<file path="src/rtl/i2c_slave_regs_if.sv">
// I2C pad lines and register-port signals of the I2C slave register bridge.
// The slave modport is the bridge itself; master is the pad/register-file side.
interface i2c_slave_regs_if #(
  parameter int AW = 4
);
  logic          scl_in;
  logic          sda_in;
  logic          sda_oe;
  logic [AW-1:0] reg_addr;
  logic          reg_wr;
  logic [7:0]    reg_wdata;
  logic          reg_rd;
  logic [7:0]    reg_rdata;
  logic          busy;
  logic          nack_evt;

  modport slave (
    input  scl_in, sda_in, reg_rdata,
    output sda_oe, reg_addr, reg_wr, reg_wdata, reg_rd, busy, nack_evt
  );

  modport master (
    output scl_in, sda_in, reg_rdata,
    input  sda_oe, reg_addr, reg_wr, reg_wdata, reg_rd, busy, nack_evt
  );
endinterface

</file>
<file path="src/rtl/i2c_slave_regs.sv">
// I2C slave bridging an external master to a NUM_REGS x 8-bit register port.
// 7-bit addressing, pointer byte, auto-increment with wrap, repeated START,
// STOP anywhere. SCL/SDA are oversampled on clk; nothing runs on SCL.
// FILT_LEN must be >= 2 and HOLD_CLKS >= 2: read data is latched two clks
// after the SCL fall and must be in the shift register before it is driven.
module i2c_slave_regs #(
  parameter logic [6:0] SLAVE_ADDR = 7'h55,
  parameter int         NUM_REGS   = 16,
  parameter int         FILT_LEN   = 3,
  parameter int         HOLD_CLKS  = 4
) (
  input logic               clk,
  input logic               rst_n,
  i2c_slave_regs_if.slave   bus
);
  localparam int AW = $clog2(NUM_REGS);
  localparam int HW = $clog2(HOLD_CLKS + 1);

  typedef enum logic [3:0] {
    IDLE, ADDR, ADDR_ACK, PTR, PTR_ACK, WDATA, WDATA_ACK, RDATA, RDATA_ACK, WAIT_STOP
  } state_t;

  // line index 1 = SCL, 0 = SDA
  logic [1:0]               pin;
  logic [1:0]               sync1, sync2, filt, filt_q;
  logic [1:0][FILT_LEN-1:0] hist;

  state_t        state;
  logic [2:0]    bit_cnt;
  logic [7:0]    shreg;
  logic [AW-1:0] ptr;
  logic          ack_on;
  logic          rw;
  logic [HW-1:0] hold_cnt;
  logic          sda_oe_q, reg_wr_q, reg_rd_q, busy_q, nack_q;
  logic [7:0]    wdata_q;

  logic          scl, sda, scl_q, sda_q;
  logic          scl_rise, scl_fall, start_det, stop_det;
  logic [7:0]    byte_in;
  logic [AW-1:0] ptr_inc;
  logic          drv;

  assign pin = {bus.scl_in, bus.sda_in};

  // 2-FF synchronizer then a stable filter: output only follows once the
  // last FILT_LEN synchronized samples all agree.
  always_ff @(posedge clk or negedge rst_n) begin
    if (!rst_n) begin
      sync1  <= '1;
      sync2  <= '1;
      hist   <= '1;
      filt   <= '1;
      filt_q <= '1;
    end else begin
      sync1  <= pin;
      sync2  <= sync1;
      filt_q <= filt;
      for (int i = 0; i < 2; i++) begin
        hist[i] <= {hist[i][FILT_LEN-2:0], sync2[i]};
        if (&hist[i])       filt[i] <= 1'b1;
        else if (~|hist[i]) filt[i] <= 1'b0;
      end
    end
  end

  assign scl       = filt[1];
  assign sda       = filt[0];
  assign scl_q     = filt_q[1];
  assign sda_q     = filt_q[0];
  assign scl_rise  = scl & ~scl_q;
  assign scl_fall  = ~scl & scl_q;
  assign start_det = scl & scl_q & sda_q & ~sda;
  assign stop_det  = scl & scl_q & ~sda_q & sda;
  assign byte_in   = {shreg[6:0], sda};
  assign ptr_inc   = (ptr == AW'(NUM_REGS - 1)) ? '0 : ptr + 1'b1;

  // SDA level to present once the hold time after an SCL fall has elapsed
  always_comb begin
    drv = 1'b0;
    case (state)
      ADDR_ACK, PTR_ACK, WDATA_ACK: drv = ack_on;
      RDATA:                        drv = ~shreg[7];
      default:                      drv = 1'b0;
    endcase
  end

  // Protocol FSM: START/STOP override everything, bits are sampled on SCL
  // rise, phase changes happen on SCL fall, SDA moves HOLD_CLKS later.
  always_ff @(posedge clk or negedge rst_n) begin
    if (!rst_n) begin
      state    <= IDLE;
      bit_cnt  <= '0;
      shreg    <= '0;
      ptr      <= '0;
      ack_on   <= 1'b0;
      rw       <= 1'b0;
      hold_cnt <= '0;
      sda_oe_q <= 1'b0;
      reg_wr_q <= 1'b0;
      reg_rd_q <= 1'b0;
      wdata_q  <= '0;
      busy_q   <= 1'b0;
      nack_q   <= 1'b0;
    end else begin
      reg_wr_q <= 1'b0;
      reg_rd_q <= 1'b0;
      nack_q   <= 1'b0;
      // register file answers in the clk the read strobe is high
      if (reg_rd_q) shreg <= bus.reg_rdata;
      if (hold_cnt != '0) begin
        hold_cnt <= HW'(hold_cnt - 1'b1);
        if (hold_cnt == HW'(1)) sda_oe_q <= drv;
      end

      if (start_det) begin
        state    <= ADDR;
        busy_q   <= 1'b1;
        bit_cnt  <= '0;
        ack_on   <= 1'b0;
        sda_oe_q <= 1'b0;
        hold_cnt <= '0;
      end else if (stop_det) begin
        state    <= IDLE;
        busy_q   <= 1'b0;
        bit_cnt  <= '0;
        ack_on   <= 1'b0;
        sda_oe_q <= 1'b0;
        hold_cnt <= '0;
      end else if (scl_rise) begin
        case (state)
          ADDR, PTR, WDATA: begin
            shreg   <= byte_in;
            bit_cnt <= bit_cnt + 1'b1;
            if (bit_cnt == 3'd7) begin
              case (state)
                ADDR: begin
                  if (byte_in[7:1] == SLAVE_ADDR) begin
                    rw    <= byte_in[0];
                    state <= ADDR_ACK;
                  end else begin
                    state <= WAIT_STOP;
                  end
                end
                PTR: begin
                  if ({1'b0, byte_in} < 9'(NUM_REGS)) begin
                    ptr   <= AW'(byte_in);
                    state <= PTR_ACK;
                  end else begin
                    nack_q <= 1'b1;
                    state  <= WAIT_STOP;
                  end
                end
                default: begin
                  wdata_q  <= byte_in;
                  reg_wr_q <= 1'b1;
                  state    <= WDATA_ACK;
                end
              endcase
            end
          end
          RDATA: begin
            bit_cnt <= bit_cnt + 1'b1;
            if (bit_cnt == 3'd7) state <= RDATA_ACK;
          end
          // 9th clock of a read byte: master's ACK/NACK
          RDATA_ACK: begin
            if (!sda) begin
              ptr    <= ptr_inc;
              ack_on <= 1'b1;
            end else begin
              state <= WAIT_STOP;
            end
          end
          default: ;
        endcase
      end else if (scl_fall) begin
        hold_cnt <= HW'(HOLD_CLKS);
        case (state)
          // first fall starts the ACK slot, second fall ends it
          ADDR_ACK, PTR_ACK, WDATA_ACK: begin
            if (!ack_on) begin
              ack_on <= 1'b1;
            end else begin
              ack_on  <= 1'b0;
              bit_cnt <= '0;
              case (state)
                ADDR_ACK: begin
                  if (rw) begin
                    reg_rd_q <= 1'b1;
                    state    <= RDATA;
                  end else begin
                    state <= PTR;
                  end
                end
                PTR_ACK: state <= WDATA;
                default: begin
                  ptr   <= ptr_inc;
                  state <= WDATA;
                end
              endcase
            end
          end
          RDATA: shreg <= {shreg[6:0], 1'b0};
          RDATA_ACK: begin
            if (ack_on) begin
              ack_on   <= 1'b0;
              bit_cnt  <= '0;
              reg_rd_q <= 1'b1;
              state    <= RDATA;
            end
          end
          default: ;
        endcase
      end
    end
  end

  assign bus.sda_oe    = sda_oe_q;
  assign bus.reg_addr  = ptr;
  assign bus.reg_wr    = reg_wr_q;
  assign bus.reg_wdata = wdata_q;
  assign bus.reg_rd    = reg_rd_q;
  assign bus.busy      = busy_q;
  assign bus.nack_evt  = nack_q;
endmodule

</file>
<file path="src/flat_wrapper.sv">
// flat-port wrapper written by rule: the top's interface ports become plain ports
module i2c_slave_regs_flat 
#(
  parameter logic [6:0] SLAVE_ADDR = 7'h55,
  parameter int         NUM_REGS   = 16,
  parameter int         FILT_LEN   = 3,
  parameter int         HOLD_CLKS  = 4
)
  (clk, rst_n, bus_scl_in, bus_sda_in, bus_reg_rdata, bus_sda_oe, bus_reg_addr, bus_reg_wr, bus_reg_wdata, bus_reg_rd, bus_busy, bus_nack_evt);
  i2c_slave_regs_if #(.AW(4)) bus_i ();
  input logic clk;
  input logic rst_n;
  input wire logic [$bits(bus_i.scl_in)-1:0] bus_scl_in;
  input wire logic [$bits(bus_i.sda_in)-1:0] bus_sda_in;
  input wire logic [$bits(bus_i.reg_rdata)-1:0] bus_reg_rdata;
  output wire logic [$bits(bus_i.sda_oe)-1:0] bus_sda_oe;
  output wire logic [$bits(bus_i.reg_addr)-1:0] bus_reg_addr;
  output wire logic [$bits(bus_i.reg_wr)-1:0] bus_reg_wr;
  output wire logic [$bits(bus_i.reg_wdata)-1:0] bus_reg_wdata;
  output wire logic [$bits(bus_i.reg_rd)-1:0] bus_reg_rd;
  output wire logic [$bits(bus_i.busy)-1:0] bus_busy;
  output wire logic [$bits(bus_i.nack_evt)-1:0] bus_nack_evt;
  assign bus_i.scl_in = bus_scl_in;
  assign bus_i.sda_in = bus_sda_in;
  assign bus_i.reg_rdata = bus_reg_rdata;
  assign bus_sda_oe = bus_i.sda_oe;
  assign bus_reg_addr = bus_i.reg_addr;
  assign bus_reg_wr = bus_i.reg_wr;
  assign bus_reg_wdata = bus_i.reg_wdata;
  assign bus_reg_rd = bus_i.reg_rd;
  assign bus_busy = bus_i.busy;
  assign bus_nack_evt = bus_i.nack_evt;
  i2c_slave_regs #(.SLAVE_ADDR(SLAVE_ADDR), .NUM_REGS(NUM_REGS), .FILT_LEN(FILT_LEN), .HOLD_CLKS(HOLD_CLKS)) u_core (.clk(clk), .rst_n(rst_n), .bus(bus_i));
endmodule
</file>
<file path="config.mk">
export PLATFORM = sky130hd
export DESIGN_NAME = i2c_slave_regs_flat
export DESIGN_NICKNAME = d
export VERILOG_FILES = /design/src/rtl/i2c_slave_regs_if.sv /design/src/rtl/i2c_slave_regs.sv /design/src/flat_wrapper.sv
export SDC_FILE = /design/constraint.sdc
export NUM_CORES = 1
export LEC_CHECK = 0
export CAP_MARGIN = 25
export CORE_MARGIN = 2
export CORE_UTILIZATION = 50
export CTS_CLUSTER_DIAMETER = 50
export DETAILED_ROUTE_END_ITERATION = 7
export PLACE_DENSITY = 0.72
export SLEW_MARGIN = 10
export SYNTH_ARGS = -nofsm -noshare
export SYNTH_HDL_FRONTEND = slang
export SYNTH_SLANG_ARGS = --single-unit
</file>
<file path="constraint.sdc">
create_clock -name clk -period 2.7 [get_ports clk]
set_input_delay 0.54 -clock clk [delete_from_list [all_inputs] [get_ports clk]]
set_output_delay 0.54 -clock clk [all_outputs]
set_load 0.02 [all_outputs]
</file>
Word-level counts from Yosys, hierarchy flattened
Cells that the tools add are included.
- logic and storage cells: 184
- register bits after elaboration: 51
- output and inout bits: 17
- input bits: 12
- magnitude comparators: 1
- muxes and demuxes: 87
- bitwise logic cells: 15
- $add $sub $neg: 3
- eq/ne operators: 30
- reduce and logical (&&, ||, !) cells: 28
- operator list (operator ; count):
    two-way mux 4 bit ; 21
    two-way mux 8 bit ; 7
    two-way mux 3 bit ; 14
    two-way mux 1 bit ; 38
    case mux 4 bit (2 select lines) ; 3
    equality test 4 x 3 -> 1 bit (second input constant) ; 4
    inequality test 3 bit (second input constant) ; 5
    inequality test 5 bit (second input constant) ; 3
    inequality test 4 bit (second input constant) ; 3
    case mux 4 bit (3 select lines) ; 1
    nonzero test 4 bit ; 3
    OR reduction 3 bit ; 4
    AND reduction 11 bit ; 1
    inequality test 5 x 1 -> 1 bit (second input constant) ; 2
    nonzero test 3 bit ; 3
    equality test 4 x 2 -> 1 bit (second input constant) ; 2
    equality test 4 bit (second input constant) ; 2
    < comparator 8 x 5 -> 1 bit (second input constant) ; 1
    inverter 1 bit ; 8
    AND reduction 4 bit ; 2
    AND reduction 8 bit ; 1
    nonzero test 2 bit ; 4
    OR reduction 4 bit ; 2
    AND 1 bit ; 7
    17 further kinds ; 23

Logic depth before layout (Yosys ltp)
- depth in word-level cells: 8
- gate-level depth with buffers: 9
- gate-level depth less buffers: 7

Worst setup path after synthesis
Ideal clock, no wire load.
- path type: reg-to-reg
- start point: reg u_core.filt[1]
- end point: reg u_core.wdata_q[0] (netlist: u_core.bus.reg_wdata[0])
- cell stages (with the launch flop): 8
- path buffers: 2
- required time: 2.575 ns
- period minus slack after synthesis: 2.212 ns
- arrival: 2.087 ns
- library setup time: 0.125 ns
- setup slack: 0.488 ns
- path through: dfstp_2 ha_1 clkbuf_1 nand2_1 or3_1 nor2b_1 buf_2 mux2_2
- longest elaborated chain between the ends: 5
- elaborated cells between the ends (all ways): 9
- those cells by class: bitwise: 8; reduce/logical: 1
- RTL lines (what ; RTL line ; text):
    start: declaration ; i2c_slave_regs.sv:25 ; logic [1:0] sync1, sync2, filt, filt_q;
    start signal: assignment ; i2c_slave_regs.sv:53 ; filt <= '1;
    start signal: indexed assignment ; i2c_slave_regs.sv:61 ; if (&hist[i]) filt[i] <= 1'b1;
    start signal: indexed assignment ; i2c_slave_regs.sv:62 ; else if (~|hist[i]) filt[i] <= 1'b0;
    AND 1 bit ; i2c_slave_regs.sv:73, i2c_slave_regs.sv:74 ;
    AND 1 bit, on equally long branches (2 in a row) ; i2c_slave_regs.sv:73, i2c_slave_regs.sv:74 ;
    inverter 1 bit (no source line) ; - ;
    AND reduction 6 bit (no source line) (*) ; - ;
    end signal: assignment ; i2c_slave_regs.sv:155 ; wdata_q <= byte_in;
    end: declaration ; i2c_slave_regs.sv:36 ; logic [7:0] wdata_q;
Mark *: on every way between the ends. The rest lies on a longest branch, timed or not.
A chain may end at the register's enable or synchronous reset.

Worst setup path after layout
- start point: reg u_core.state[1]
- end point: reg u_core.ptr[2] (netlist: u_core.bus.reg_addr[2])
- longest elaborated chain between the ends: 4
- elaborated cells between the ends (all ways): 20
- those cells by class: eq/ne: 13; mux: 2; reduce/logical: 5
- RTL lines (what ; RTL line ; text):
    start: declaration ; i2c_slave_regs.sv:28 ; state_t state;
    start signal: assignment ; i2c_slave_regs.sv:92 ; state <= IDLE;
    start signal: assignment ; i2c_slave_regs.sv:117 ; state <= ADDR;
    start signal: assignment ; i2c_slave_regs.sv:124 ; state <= IDLE;
    equality test 4 x 1 -> 1 bit (tied with other cells) ; i2c_slave_regs.sv:131 ; case (state)
    OR reduction 3 bit (tied with other cells) ; i2c_slave_regs.sv:131 ;
    inequality test 3 bit (no source line) (tied with other cells) ; - ;
    AND reduction 11 bit (no source line) / two-way mux 4 bit (equally long branches) ; - ;
    end signal: assignment ; i2c_slave_regs.sv:147 ; ptr <= AW'(byte_in);
    end signal: assignment ; i2c_slave_regs.sv:169 ; ptr <= ptr_inc;
    end signal: assignment ; i2c_slave_regs.sv:198 ; ptr <= ptr_inc;
    end: declaration ; i2c_slave_regs.sv:31 ; logic [AW-1:0] ptr;
Several ways; a longest one is shown, not always the timed one.

==> run metrics <==
fraction of layout cells with a size suffix above 1 0.167; TritonCTS clock tree built; synth cell count leaders dfrtp_1, o21ai_0, nand2_1; fin crit share 0.832; Yosys top cell by area dfrtp_1; Clock Latency Late Sink ~0.30 ns; Top Ports 29; register area share after synthesis 0.502; Final #Nets 314; Die Y-Extent 75.8 um; Die Width 75.8 um; M1 wire length 2560 um; clock buffer count from CTS 5; clock tree sinks 51; Yosys warning total 0; pin count of the biggest net entering global routing between 40 and 50; Setup Fix Bufs, Post-CTS 0; first-pass GRT wire length approximately 9000 um; number of port buffers 28; Gate Count Post-Synth 258; pwr/cell area between 800 and 900 nW/um2; Slew headroom 0.583; ant diodes 0; post-CTS sizing 0; Core Area just over 5000 um2; # H-tree levels 2; crit path DAT 2.49 ns; Place WS 0.486 ns; Peak VDD IR roughly 0.54 mV; global placement routability congestion 0.892; design area between 3000 and 4000 um2; Synth Area per Inst 9.98 um2; Netlist cell types 48; initial core utilization 0.511; #FFs+latches synth 51; LEAKAGE 1.32 nW; critical path type flop to flop; Top FF cell, synth dfrtp_1; Setup TNS 0 ns; RSZ-0062 raised after global routing false; Via density 5.54; Hold/Removal Path Class input pin to async pin; DRT Pass-1 Iters 4; Critical Path Source Type flop; Worst-path clk slew 0.09 ns; GRT Util Overall 0.206; via count a little over 2,000; root buf cell clkbuf_8; # setup viols final 0; Routed met2 length 2520 um; Yosys top cell area share 0.360; Worst-Margin Slew 0.616 ns; DP HPWL 3910 um; initial antenna violation count 0; CP Data Required Time 2.95 ns; crit path capture type flop; Top Layer Used met4; Post-synth ARST share 1.00; vias in the first global route around 1,800; Worst Skew slightly below 0.005 ns; Layout Utilization 0.617; Net Count, Synth between 200 and 300; Layout area overhead 20.9%; status finished, final reports clean; Area contributors post-synth dfrtp_1, dfstp_2, o21ai_0; Cell Area, Placed around 3000 um2; Hold-fix buffers, CTS 0; drt wl/cell 14.8 um; Post-Syn Area roughly 2600 um2; ANT nets after route 0; Fin. Hold Viols 0; post-route setup slack 0.455 ns; Met3 Routed Length 205 um; die area 5740 um2; Max Slew Vio Count 0; Max Buffers Root-to-Sink 2; maxcap violations 0; Post-synth EDFFs 0; initial drt markers approximately 110; Fmax 445 MHz; Post-route DRC 0; count leader, synth dfrtp_1; DRT Wirelength between 5000 and 6000 um; Critical Path Fanout Max 10; Tmin final 2.25 ns; global route overflow 0; Post-Route Hold Slack just over 0.07 ns; Std-Cell Rows 26
layout make-up:
type                            instances  area, um2
Multi-Input combinational cell        182       1180
Inverter                               12       45.0
Tap cell                               70       87.6
Fill cell                             449       1930
Timing Repair Buffer                   41        385
Sequential cell                        51       1290
Clock inverter                          2       35.0
Clock buffer                            6       82.6
metal layers:
| metal | up-vias | GRT usage |
|---|---|---|
| li1 | 983 | - |
| met1 | 976 | 0.290 |
| met2 | 47 | 0.314 |
| met3 | 9 | 0.0450 |
| met4 | 0 | 0.0741 |
| met5 | - | 0 |
per-stage QoR:
| stage | std cells | power (mW) |
|---|---|---|
| finish | 364 | 2.68 |
| global route | 364 | 2.88 |
| global placement | 355 | 2.12 |
| detailed placement | 355 | 2.14 |
| CTS | 363 | 2.69 |
| floorplan | 258 | 1.78 |
cells by family after synthesis:
kind of cell,share of synthesized area
flip-flops,0.502
AND/OR/NAND/NOR,0.167
buffers and inverters,0.0379
adder cells (fa/ha/maj),0.0437
XOR/XNOR,0.00680
multiplexers,0.0865
AO/OA/AOI/OAI,0.156
path summary, 6_finish.rpt:
path / start / to / slack, ns / depth (start not counted)
setup / recovery: u_core.state[1]$_DFFE_PN0P_ / u_core.bus.reg_addr[2]$_DFFE_PN0P_ / 0.45 / 5
hold / removal: rst_n / u_core.bus.reg_addr[3]$_DFFE_PN0P_ / 0.07 / 1
setup reg to reg: u_core.state[1]$_DFFE_PN0P_ / u_core.bus.reg_addr[2]$_DFFE_PN0P_ / 0.45 / 5
hold reg to reg: u_core.sync2[1]$_DFF_PN1_ / u_core.hist[3]$_DFF_PN1_ / 0.36 / 0
max in group asynchronous: rst_n / u_core.filt_q[0]$_DFF_PN1_ / 2.13 / 2
min in group clk: u_core.sync2[1]$_DFF_PN1_ / u_core.hist[3]$_DFF_PN1_ / 0.36 / 0
power breakdown:
| group | leakage, nW | total [mW] | internal [mW] | switching [mW] |
|---|---|---|---|---|
| sequential | 0.634 | 1.16 | 0.945 | 0.214 |
| clock | 0.0612 | 0.547 | 0.300 | 0.247 |
| combinational | 0.628 | 0.977 | 0.446 | 0.531 |
registers in the layout, indices dropped and copies added (netlist names):
name and cells:
u_core.state 4, u_core.bus.reg_wr 1, u_core.bus.sda_oe 1, u_core.shreg 8
u_core.rw 1, u_core.bus.reg_addr 4, u_core.ack_on 1, u_core.bus.reg_wdata 8
u_core.bus.nack_evt 1, u_core.hist 6, u_core.bus.reg_rd 1, u_core.sync1 2
u_core.bus.busy 1, u_core.filt 2, u_core.bit_cnt 3, u_core.hold_cnt 3
u_core.filt_q 2, u_core.sync2 2
layout by cell type, fill, tap and decap left out, types with 2 or more instances in the layout:
master | synthesis | layout
nor4b_1 | 2 | 2
dfstp_2 | 14 | 14
and2_1 | 4 | 4
a31oi_1 | 2 | 2
o21ai_0 | 25 | 25
nor2_1 | 20 | 20
or3_1 | 2 | 2
nor2b_1 | 9 | 9
clkdlybuf4s50_1 | 0 | 27
inv_1 | 12 | 12
a22oi_1 | 2 | 2
a41oi_1 | 2 | 2
a21o_1 | 2 | 2
dfrtp_1 | 37 | 37
mux2_2 | 10 | 10
mux2i_1 | 11 | 11
ha_1 | 9 | 9
buf_4 | 0 | 12
a2111oi_0 | 2 | 2
or2_2 | 2 | 2
nand2b_1 | 3 | 3
a21oi_1 | 16 | 16
o21a_1 | 2 | 2
o211ai_1 | 2 | 2
nand2_1 | 21 | 21
nor3_1 | 9 | 9
nand3_1 | 5 | 5
clkbuf_8 | 0 | 6
critical path: stages (launching register included):
cell and delay (ns):
dfrtp_1 0.48, or4b_1 0.67, o21a_1 0.22, a2111o_1 0.52
o21ai_1 0.17, o21a_1 0.14
No activity file was read; power rests on OpenSTA's default activity.
